## src/rtl/mem_arbiter_if.sv

```systemverilog
// mem_arbiter_if: fetch port, data port and shared memory port of the memory arbiter.
interface mem_arbiter_if #(
    parameter int DATA_WIDTH = 32,
    parameter int ADDR_WIDTH = 32
);
    logic                  if_req;
    logic [ADDR_WIDTH-1:0] if_addr;
    logic                  if_rdy;
    logic                  if_rvalid;
    logic [DATA_WIDTH-1:0] if_rdata;
    logic                  d_req;
    logic                  d_we;
    logic [ADDR_WIDTH-1:0] d_addr;
    logic [DATA_WIDTH-1:0] d_wdata;
    logic                  d_rdy;
    logic                  d_rvalid;
    logic [DATA_WIDTH-1:0] d_rdata;
    logic                  mem_en;
    logic                  mem_we;
    logic [ADDR_WIDTH-1:0] mem_addr;
    logic [DATA_WIDTH-1:0] mem_wdata;
    logic [DATA_WIDTH-1:0] mem_rdata;
    logic                  busy;

    modport slave (
        input  if_req, if_addr, d_req, d_we, d_addr, d_wdata, mem_rdata,
        output if_rdy, if_rvalid, if_rdata, d_rdy, d_rvalid, d_rdata,
               mem_en, mem_we, mem_addr, mem_wdata, busy
    );

    modport master (
        output if_req, if_addr, d_req, d_we, d_addr, d_wdata, mem_rdata,
        input  if_rdy, if_rvalid, if_rdata, d_rdy, d_rvalid, d_rdata,
               mem_en, mem_we, mem_addr, mem_wdata, busy
    );
endinterface

```

## src/rtl/mem_arbiter.sv

```systemverilog
// mem_arbiter: single-outstanding arbiter between a fetch port and a data port onto one memory.
// Define ARB_RR_EN for round-robin tie-breaking; otherwise the data port always wins ties.
module mem_arbiter #(
    parameter int DATA_WIDTH = 32,
    parameter int ADDR_WIDTH = 32,
    parameter int MEM_LAT    = 2
) (
    input logic clk,
    input logic rst,
    mem_arbiter_if.slave bus
);
    typedef enum logic [1:0] {IDLE, ISSUE, WAIT, RESP} state_t;

    state_t                state;
    logic [3:0]            cnt;
    logic [ADDR_WIDTH-1:0] addr_q;
    logic [DATA_WIDTH-1:0] wdata_q;
    logic                  we_q;
    logic                  own_d;
    logic                  en_q;
    logic                  if_rv_q;
    logic                  d_rv_q;
    logic                  idle;
    logic                  grant_d;
    logic                  grant_if;

    assign idle = state == IDLE && !rst;
`ifdef ARB_RR_EN
    logic last_d;
    assign grant_d = idle && bus.d_req && (!bus.if_req || !last_d);
`else
    assign grant_d = idle && bus.d_req;
`endif
    assign grant_if = idle && bus.if_req && !grant_d;

    always_ff @(posedge clk) begin
        if (rst) begin
            state   <= IDLE;
            cnt     <= '0;
            addr_q  <= '0;
            wdata_q <= '0;
            we_q    <= 1'b0;
            own_d   <= 1'b0;
            en_q    <= 1'b0;
            if_rv_q <= 1'b0;
            d_rv_q  <= 1'b0;
`ifdef ARB_RR_EN
            last_d  <= 1'b0;
`endif
        end else begin
            en_q    <= 1'b0;
            if_rv_q <= 1'b0;
            d_rv_q  <= 1'b0;
            case (state)
                IDLE: if (grant_d || grant_if) begin
                    state   <= ISSUE;
                    en_q    <= 1'b1;
                    addr_q  <= grant_d ? bus.d_addr : bus.if_addr;
                    wdata_q <= grant_d ? bus.d_wdata : '0;
                    we_q    <= grant_d && bus.d_we;
                    own_d   <= grant_d;
`ifdef ARB_RR_EN
                    last_d  <= grant_d;
`endif
                end
                ISSUE: if (we_q) begin
                    state <= IDLE;
                end else if (MEM_LAT == 1) begin
                    state   <= RESP;
                    if_rv_q <= !own_d;
                    d_rv_q  <= own_d;
                end else begin
                    state <= WAIT;
                    cnt   <= 4'(MEM_LAT - 1);
                end
                WAIT: begin
                    cnt <= cnt - 4'd1;
                    if (cnt == 4'd1) begin
                        state   <= RESP;
                        if_rv_q <= !own_d;
                        d_rv_q  <= own_d;
                    end
                end
                default: state <= IDLE;
            endcase
        end
    end

    assign bus.if_rdy    = grant_if;
    assign bus.d_rdy     = grant_d;
    assign bus.mem_en    = en_q;
    assign bus.mem_we    = en_q && we_q;
    assign bus.mem_addr  = addr_q;
    assign bus.mem_wdata = wdata_q;
    assign bus.if_rvalid = if_rv_q;
    assign bus.d_rvalid  = d_rv_q;
    // Read data is passed straight from memory during the response cycle only.
    assign bus.if_rdata  = if_rv_q ? bus.mem_rdata : '0;
    assign bus.d_rdata   = d_rv_q ? bus.mem_rdata : '0;
    assign bus.busy      = state != IDLE;
endmodule

```

## src/flat_wrapper.sv

```systemverilog
// flat-port wrapper written by rule: the top's interface ports become plain ports
module mem_arbiter_flat 
#(
    parameter int DATA_WIDTH = 32,
    parameter int ADDR_WIDTH = 32,
    parameter int MEM_LAT    = 2
)
  (clk, rst, bus_if_req, bus_if_addr, bus_d_req, bus_d_we, bus_d_addr, bus_d_wdata, bus_mem_rdata, bus_if_rdy, bus_if_rvalid, bus_if_rdata, bus_d_rdy, bus_d_rvalid, bus_d_rdata, bus_mem_en, bus_mem_we, bus_mem_addr, bus_mem_wdata, bus_busy);
  mem_arbiter_if #(.DATA_WIDTH(DATA_WIDTH), .ADDR_WIDTH(ADDR_WIDTH)) bus_i ();
  input logic clk;
  input logic rst;
  input wire logic [$bits(bus_i.if_req)-1:0] bus_if_req;
  input wire logic [$bits(bus_i.if_addr)-1:0] bus_if_addr;
  input wire logic [$bits(bus_i.d_req)-1:0] bus_d_req;
  input wire logic [$bits(bus_i.d_we)-1:0] bus_d_we;
  input wire logic [$bits(bus_i.d_addr)-1:0] bus_d_addr;
  input wire logic [$bits(bus_i.d_wdata)-1:0] bus_d_wdata;
  input wire logic [$bits(bus_i.mem_rdata)-1:0] bus_mem_rdata;
  output wire logic [$bits(bus_i.if_rdy)-1:0] bus_if_rdy;
  output wire logic [$bits(bus_i.if_rvalid)-1:0] bus_if_rvalid;
  output wire logic [$bits(bus_i.if_rdata)-1:0] bus_if_rdata;
  output wire logic [$bits(bus_i.d_rdy)-1:0] bus_d_rdy;
  output wire logic [$bits(bus_i.d_rvalid)-1:0] bus_d_rvalid;
  output wire logic [$bits(bus_i.d_rdata)-1:0] bus_d_rdata;
  output wire logic [$bits(bus_i.mem_en)-1:0] bus_mem_en;
  output wire logic [$bits(bus_i.mem_we)-1:0] bus_mem_we;
  output wire logic [$bits(bus_i.mem_addr)-1:0] bus_mem_addr;
  output wire logic [$bits(bus_i.mem_wdata)-1:0] bus_mem_wdata;
  output wire logic [$bits(bus_i.busy)-1:0] bus_busy;
  assign bus_i.if_req = bus_if_req;
  assign bus_i.if_addr = bus_if_addr;
  assign bus_i.d_req = bus_d_req;
  assign bus_i.d_we = bus_d_we;
  assign bus_i.d_addr = bus_d_addr;
  assign bus_i.d_wdata = bus_d_wdata;
  assign bus_i.mem_rdata = bus_mem_rdata;
  assign bus_if_rdy = bus_i.if_rdy;
  assign bus_if_rvalid = bus_i.if_rvalid;
  assign bus_if_rdata = bus_i.if_rdata;
  assign bus_d_rdy = bus_i.d_rdy;
  assign bus_d_rvalid = bus_i.d_rvalid;
  assign bus_d_rdata = bus_i.d_rdata;
  assign bus_mem_en = bus_i.mem_en;
  assign bus_mem_we = bus_i.mem_we;
  assign bus_mem_addr = bus_i.mem_addr;
  assign bus_mem_wdata = bus_i.mem_wdata;
  assign bus_busy = bus_i.busy;
  mem_arbiter #(.DATA_WIDTH(DATA_WIDTH), .ADDR_WIDTH(ADDR_WIDTH), .MEM_LAT(MEM_LAT)) u_core (.clk(clk), .rst(rst), .bus(bus_i));
endmodule
```

## config.mk

```make
export PLATFORM = sky130hd
export DESIGN_NAME = mem_arbiter_flat
export DESIGN_NICKNAME = d
export VERILOG_FILES = /design/src/rtl/mem_arbiter_if.sv /design/src/rtl/mem_arbiter.sv /design/src/flat_wrapper.sv
export SDC_FILE = /design/constraint.sdc
export NUM_CORES = 1
export LEC_CHECK = 0
export ABC_AREA = 1
export CELL_PAD_IN_SITES_DETAIL_PLACEMENT = 0
export CELL_PAD_IN_SITES_GLOBAL_PLACEMENT = 1
export CORE_AREA = 2 2 135 137
export CTS_BUF_LIST = sky130_fd_sc_hd__clkbuf_8 sky130_fd_sc_hd__clkbuf_16
export DETAILED_ROUTE_END_ITERATION = 6
export DIE_AREA = 0 0 137 139
export HOLD_SLACK_MARGIN = 0.05
export PLACE_DENSITY = 0.89
export RECOVER_POWER = 25
export SLEW_MARGIN = 0
export SYNTH_ARGS = -nofsm -noshare
export SYNTH_HDL_FRONTEND = slang
export SYNTH_SLANG_ARGS = --single-unit
```

## constraint.sdc

```tcl
create_clock -name clk -period 2.21 [get_ports clk]
set_clock_uncertainty 0.2 [all_clocks]
set_input_delay 0.663 -clock clk [delete_from_list [all_inputs] [get_ports clk]]
set_output_delay 0.663 -clock clk [all_outputs]
set_load 0.01 [all_outputs]
```

==> results of run 1 <==
layout make-up:
type	instances	area, µm²	share of cell area, %
Sequential cell	75	1510	21.3
Clock buffer	9	225	3.19
Antenna cell	1	2.50	0.0354
Inverter	142	534	7.56
Tap cell	229	287	4.06
Timing Repair Buffer	285	2730	38.7
Multi-Input combinational cell	358	1720	24.4
Clock inverter	7	57.6	0.815
kinds of logic (layout without fill, tap and decap cells):
family | Yosys count | after routing
other cells | 0 | 1
buf+inv | 190 | 443
flops | 75 | 75
simple gates | 283 | 283
compound gates | 73 | 73
fa+ha+maj | 2 | 2
stage by stage:
stage,setup TNS (ns),area [µm²],util (%)
2_1_floorplan,-0.0788,4020,-
3_3_place_gp,-52.72,6880,39.0
3_5_place_dp,-53.83,6880,39.0
4_1_cts,0,7070,40.1
5_1_grt,0,7060,40.0
6_report,0,7060,40.0
registers in the layout, indices dropped and copies added, names as in the netlist:
name                  count
u_core.bus.mem_wdata     32
u_core.bus.if_rvalid      1
u_core.we_q               1
u_core.bus.d_rvalid       1
u_core.state              2
u_core.cnt                4
u_core.own_d              1
u_core.bus.mem_addr      32
u_core.bus.mem_en         1
layout by cell type (no fill, tap or decap), types with 2 or more instances in the layout:
cell type / instances
clkbuf_16: 9
buf_2: 19
clkdlybuf4s15_2: 14
nand2_1: 136
inv_6: 3
nand4_1: 33
dfxtp_1: 72
buf_4: 9
ha_1: 2
a21oi_1: 67
dfxtp_2: 3
clkinvlp_4: 2
nand3_4: 2
inv_1: 140
o21ai_0: 4
clkdlybuf4s50_1: 162
dlygate4sd2_1: 69
buf_6: 2
clkbuf_2: 2
buf_12: 4
clkinv_2: 2
nor2_1: 7
nand3_1: 101
what timing repair did:
| item | CTS | global route |
|---|---|---|
| hold buffers | 0 | 0 |
| pin swaps | 1 | 1 |
| endpoints found under the setup margin | 103 | 20 |
| gates resized for setup | 199 | 1 |
| gates cloned | 2 | 0 |
synthesized netlist by cell type, drive strengths merged:
master / number / share of area (%)
nand4: 33 / 5.2
inv: 141 / 13
buf: 28 / 4.5
nand2: 137 / 13
ha: 2 / 0.63
clkbuf: 20 / 1.9
o31ai: 1 / 0.19
nor3: 1 / 0.12
dfxtp: 75 / 38
nor2: 9 / 1.3
clkinv: 1 / 0.12
nand3: 103 / 13
a21boi: 1 / 0.19
o21ai: 4 / 0.50
a21oi: 67 / 8.4
report_power, final:
group | internal [mW] | total, mW | switching, mW
logic | 0.591 | 1.20 | 0.609
clock network | 0.779 | 1.42 | 0.639
registers | 1.49 | 1.56 | 0.0761
how the worst max path moves through the flow:
stage / from / end / slack [ns] / cells past startpoint
floorplan: rst / bus_if_rdy / -0.08 / 6
global placement: bus_if_req / bus_if_rdy / -0.60 / 4
detailed placement: bus_if_req / bus_if_rdy / -0.61 / 4
CTS: rst / bus_if_rdy / 0.02 / 5
global route: rst / bus_if_rdy / 0.003 / 5
finish: rst / bus_if_rdy / 0.05 / 5
per-layer routing:
layer	up-vias	routed length [µm]	GRT usage, %
li1	2438	-	-
met1	2096	6110	18.4
met2	193	7460	26.9
met3	9	1540	4.97
met4	0	112	3.47
met5	-	0	0
==> impl_metrics.tcl, run 1 <==
set metrics [dict create \
    outcome "completed" \
    syn_avg_cell_area_um2 6.42 \
    fp.dieArea_um2 19000 \
    hold_violations 0 \
    cts-root-buf "clkbuf_16" \
    relSlewSlack_pct 44.9 \
    dp_worst_setup_slack_ns -0.610 \
    fmax_mhz 462 \
    yosysUniqueCellTypes 23 \
    setup_viol 0 \
    cp-end-kind "output pin" \
    dpl.hpwl_mm 10.7 \
    grt_use_total_pct 15.5 \
    yosysWarningCount 0 \
    antenna_found_initial 1 \
    netlist_instances 623 \
    grt_max_degree 77 \
    grt_pass1_vias 4311 \
    syn_area_um2 4000 \
    cp_max_fo 4 \
    clk_pin_slew_ns 0.06 \
    syn2layout_area_growth_pct 76.5 \
    cp_data_arrival_time_ns 1.30 \
    num_rows 49 \
    synth_top_family_by_area "simple AND/OR/NAND/NOR gates" \
    cts_tree "yes" \
    synth_mux_area_share_pct 0 \
    vias_per_cell 4.28 \
    synth-simple-area-share_pct 32.9 \
    start_util_pct 22.7 \
    grt_pass1_wl_mm 23.4 \
    port_buffers 267 \
    cp_slowest_cell "buf_2" \
    r2r_end "u_core.state[0]" \
    finalPower_mw 4.18 \
    drcViolationCount 0 \
    syn-num-nets 758 \
    rsz0062_at_grt "false" \
    wl_per_cell_um 13.8 \
    synth_fa_ha_area_share_pct 0.625 \
    pin_count 268 \
    nNetsFinal 1006 \
    drv_cap 0 \
    fin_crit_ns 2.16 \
    cts_max_path_buffers 2 \
    die_x_um 137 \
    synth_compound_area_share_pct 9.25 \
    numCtsBuffers 9 \
    min_to "u_core.bus.if_rvalid" \
    fillers 1921 \
    required_ns 1.35 \
    drive_above_1_share_pct 9.02 \
    whs_path_depth 1 \
    wl_mm 15.2 \
    critical_path_buf_inv_count 2 \
    rrSetupSlack_ns 0.23 \
    postCtsSetupBuffers 0 \
    whs_ns 0.235 \
    r2r-start "u_core.state[1]" \
    firstDrtPassIters 4 \
    slew_violations 0 \
    drtIter0Drc 230 \
    ir_drop_mv 0.273 \
    htree_levels 3 \
    startpoint_type "primary input" \
    crit_type "in2out" \
    fin_ws_ns 0.0468 \
    hold_path_startpoint "u_core.own_d" \
    cellLeakagePower_nw 3.63 \
    fin_crit_sh_pct 97.9 \
    grt.overflow.total 0 \
    ant_nets 0 \
    vias 4736 \
    hold_path_class "reg2reg" \
    synth.yosys.seq_area_share_pct 37.5 \
    core_um2 17700 \
    cp_top_family "simple AND/OR/NAND/NOR gates" \
    power_density_nw_per_um2 592 \
    tightest_slew_ns 0.827 \
    place_inst 1087 \
    ys_ff_latch 75 \
    synth_xor_area_share_pct 0 \
    slowest_delay_ns 0.15 \
    clock_sinks 75 \
    instances_no_fill 1106 \
    clk_latency_ns 0.33 \
    dieHeight_um 139 \
    crit_chain "clkbuf_2, nor2_8, nand3_4, nor2_4, buf_2" \
    reg2reg_depth 7 \
    place_congestion 0.726 \
]
Note: power is estimated with default switching activity, not from simulation.
==> run 2: changes to the inputs <==
- CAP_MARGIN: default -> 40
==> results of run 2 <==
The final DEF is identical to that of run 1; final timing and power are the same.
==> edit, RTL diff (settings of run 1) <==
`ADDR_WIDTH` is set to 32 in 3 places; all go to 40.
--- a/src/rtl/mem_arbiter_if.sv
+++ b/src/rtl/mem_arbiter_if.sv
@@ -3,3 +3,3 @@
     parameter int DATA_WIDTH = 32,
-    parameter int ADDR_WIDTH = 32
+    parameter int ADDR_WIDTH = 40
 );
--- a/src/rtl/mem_arbiter.sv
+++ b/src/rtl/mem_arbiter.sv
@@ -4,3 +4,3 @@
     parameter int DATA_WIDTH = 32,
-    parameter int ADDR_WIDTH = 32,
+    parameter int ADDR_WIDTH = 40,
     parameter int MEM_LAT    = 2
--- a/src/flat_wrapper.sv
+++ b/src/flat_wrapper.sv
@@ -4,3 +4,3 @@
     parameter int DATA_WIDTH = 32,
-    parameter int ADDR_WIDTH = 32,
+    parameter int ADDR_WIDTH = 40,
     parameter int MEM_LAT    = 2
Ports: changed (resized bus_d_addr, bus_if_addr and bus_mem_addr); port bits go from 268 to 292. The function was not compared with the original's and may differ.
==> edit against run 1 <==
- design area up 10%
- total power up 8.1%
- hold slack worse by 0.0028 ns
- worst setup slack worse by 0.011 ns
- wire length up 19%
- critical path depth unchanged
- sequential cell count up 8
- area after synthesis up 9.9%
- largest cell class unchanged
- core utilization up 4.1 points
==> edit: results (changes against run 1) <==
- Register area share after synthesis: 37.77% (was 37.51%)
* Quantity of I/O buffers inserted on ports: 291 (was 267)
* Slowest cell on the critical path: sky130_fd_sc_hd__dfxtp_4 (was sky130_fd_sc_hd__buf_2)
- The post-synthesis async set-or-reset flop share was 0% (unchanged).
* Worst voltage drop across the vdd grid: 0.3510 mV (was 0.2731 mV)
- The leakage power total is 3.898 nW (was 3.628 nW).
- Top fanout value on the critical path: 16 (was 4)
- The longest individual stage delay on the worst path came to 0.36 ns (was 0.15 ns).
* Number of warning messages in the yosys log: 0 (unchanged)
- Vias per std cell: 4.500 (was 4.282)
* Slew of the pin with the lowest slew margin: 0.8649 ns (was 0.8266 ns)
* Average wire per standard cell: 15.13 microns (was 13.77 microns)
- Wire length of the first global-routing pass: 27,120 microns (was 23,430 microns)
- At the worst endpoint, the arrival time is 1.31 ns.
- Sw power: 1.437 mW (was 1.324 mW)
* Pre-CTS worst setup slack: -0.6207 ns (was -0.6100 ns)
- Status: complete, no violations (unchanged).
* Fraction of final layout cells with drive strength greater than 1: 9.887% (was 9.018%)
* Mux cell area share after synthesis: 0% (unchanged)
- Commonest cells in the synthesized netlist: sky130_fd_sc_hd__inv_1 (156), sky130_fd_sc_hd__nand2_1 (144), sky130_fd_sc_hd__nand3_1 (117) (was sky130_fd_sc_hd__inv_1 (140), sky130_fd_sc_hd__nand2_1 (136), sky130_fd_sc_hd__nand3_1 (101))
- The violation count after the first detailed-routing iteration came to 314 (was 230).
- The standard cell area after detailed placement is 7516 sq um (was 6882 sq um).
- The register with the most flip-flops in the layout has 40 of them.
- Via count of the first global-routing pass: 5,037 (was 4,311)
- Leading post-synthesis cells by cell area: sky130_fd_sc_hd__dfxtp_1 (38%), sky130_fd_sc_hd__inv_1 (13%), sky130_fd_sc_hd__nand3_1 (13%), sky130_fd_sc_hd__nand2_1 (12%), sky130_fd_sc_hd__a21oi_1 (8.5%) (was sky130_fd_sc_hd__dfxtp_1 (38%), sky130_fd_sc_hd__inv_1 (13%), sky130_fd_sc_hd__nand2_1 (13%), sky130_fd_sc_hd__nand3_1 (13%), sky130_fd_sc_hd__a21oi_1 (8.4%))
- The clock latency of the later-clocked register in the worst-skew pair came to 0.33 ns (about the same).
* Number of cells in the finished layout apart from fillers: 1,203 (was 1,106)
* All-Layer GR Usage: 18.14% (was 15.48%)
- Compound-cell area share of the yosys netlist: 9.329% (was 9.253%)
- Synthesized-area fraction occupied by adder cells: 0.5688% (was 0.6252%)
* Pin count of the biggest net entering global routing: 77 (unchanged)
- Nets in the synthesized netlist: 845 (was 758)
- The number of antenna violations at the first check in global routing was 8 (was 1).
* Fillcell total: 1,862 (was 1,921)
- GP Congestion: 0.7635 (was 0.7261)
- The commonest register cell after synthesis is sky130_fd_sc_hd__dfxtp_1 (unchanged).
- The mean area per synthesized cell was 6.339 sq um (was 6.425 sq um).
* Cell family with the largest share of critical-path delay: buffers and inverters (was simple AND/OR/NAND/NOR gates)
- The net count reported at finish came to 1,117 (was 1,006).
- Synth unique cells: 21 (was 23)
- The HPWL after detailed placement is 13,180 microns (was 10,710 microns).
==> edit: kinds of logic (layout without fill, tap and decap cells) <==
kind of cell	count (synthesis)	count (layout)
DFF	83	83
AOI/OAI and AO/OA	81	81
and+or+nand+nor	315	315
adders and majority gates	2	2
other	0	3
buffers and inverters	213	490
==> edit: worst paths after layout <==
| kind | startpoint | depth (start not counted) | endpoint | slack (ns) |
|---|---|---|---|---|
| max reg2reg | u_core.state[1] | 7 | u_core.state[0] | 0.27 |
| min | u_core.own_d | 1 | u_core.bus.if_rvalid | 0.23 |
| min reg2reg | u_core.own_d | 1 | u_core.bus.if_rvalid | 0.23 |
| max | u_core.bus.if_rvalid | 5 | bus_if_rdata[18] | 0.04 |
==> edit: cell type report <==
class,count,area [sq um],share of cell area (%)
repair buffers,316,3025,38.86
multi-input cells,398,1919,24.65
well taps,229,286.5,3.680
clock inverters,7,52.55,0.6750
clock buffers,9,225.2,2.893
inverters,158,593.1,7.618
diodes,3,7.507,0.09643
flip-flops and latches,83,1675,21.52
==> edit: layer usage <==
layer  track usage [%]  wire, microns
met5                 0             13
met4             4.883            389
met3             5.738           1771
met2             32.91           8985
met1             20.12           7038
==> edit: what timing repair did <==
item	CTS	global route
endpoints found under the setup margin	111	31
pin swaps	3	0
gates resized for setup	237	28
gates cloned	2	0
buffers inserted	8	0
==> edit: power groups by stage <==
stage | sequential (mW) | combinational (mW) | clock [mW]
3_3_place_gp | 1.77 | 1.38 | 0
2_1_floorplan | 1.82 | 0.598 | 0
6_report | 1.74 | 1.36 | 1.42
4_1_cts | 1.74 | 1.38 | 1.47
5_1_grt | 1.76 | 1.49 | 1.53
3_5_place_dp | 1.77 | 1.39 | 0
==> edit: stage by stage <==
step | hold WS (ns) | utilization, % | TNS, ns
3_3_place_gp | 0.2250 | 42.57 | -62.27
3_5_place_dp | 0.2321 | 42.57 | -63.14
4_1_cts | 0.2328 | 44.10 | 0
2_1_floorplan | 0.2127 | - | -0.05892
6_report | 0.2322 | 44.09 | 0
5_1_grt | 0.2628 | 44.06 | 0
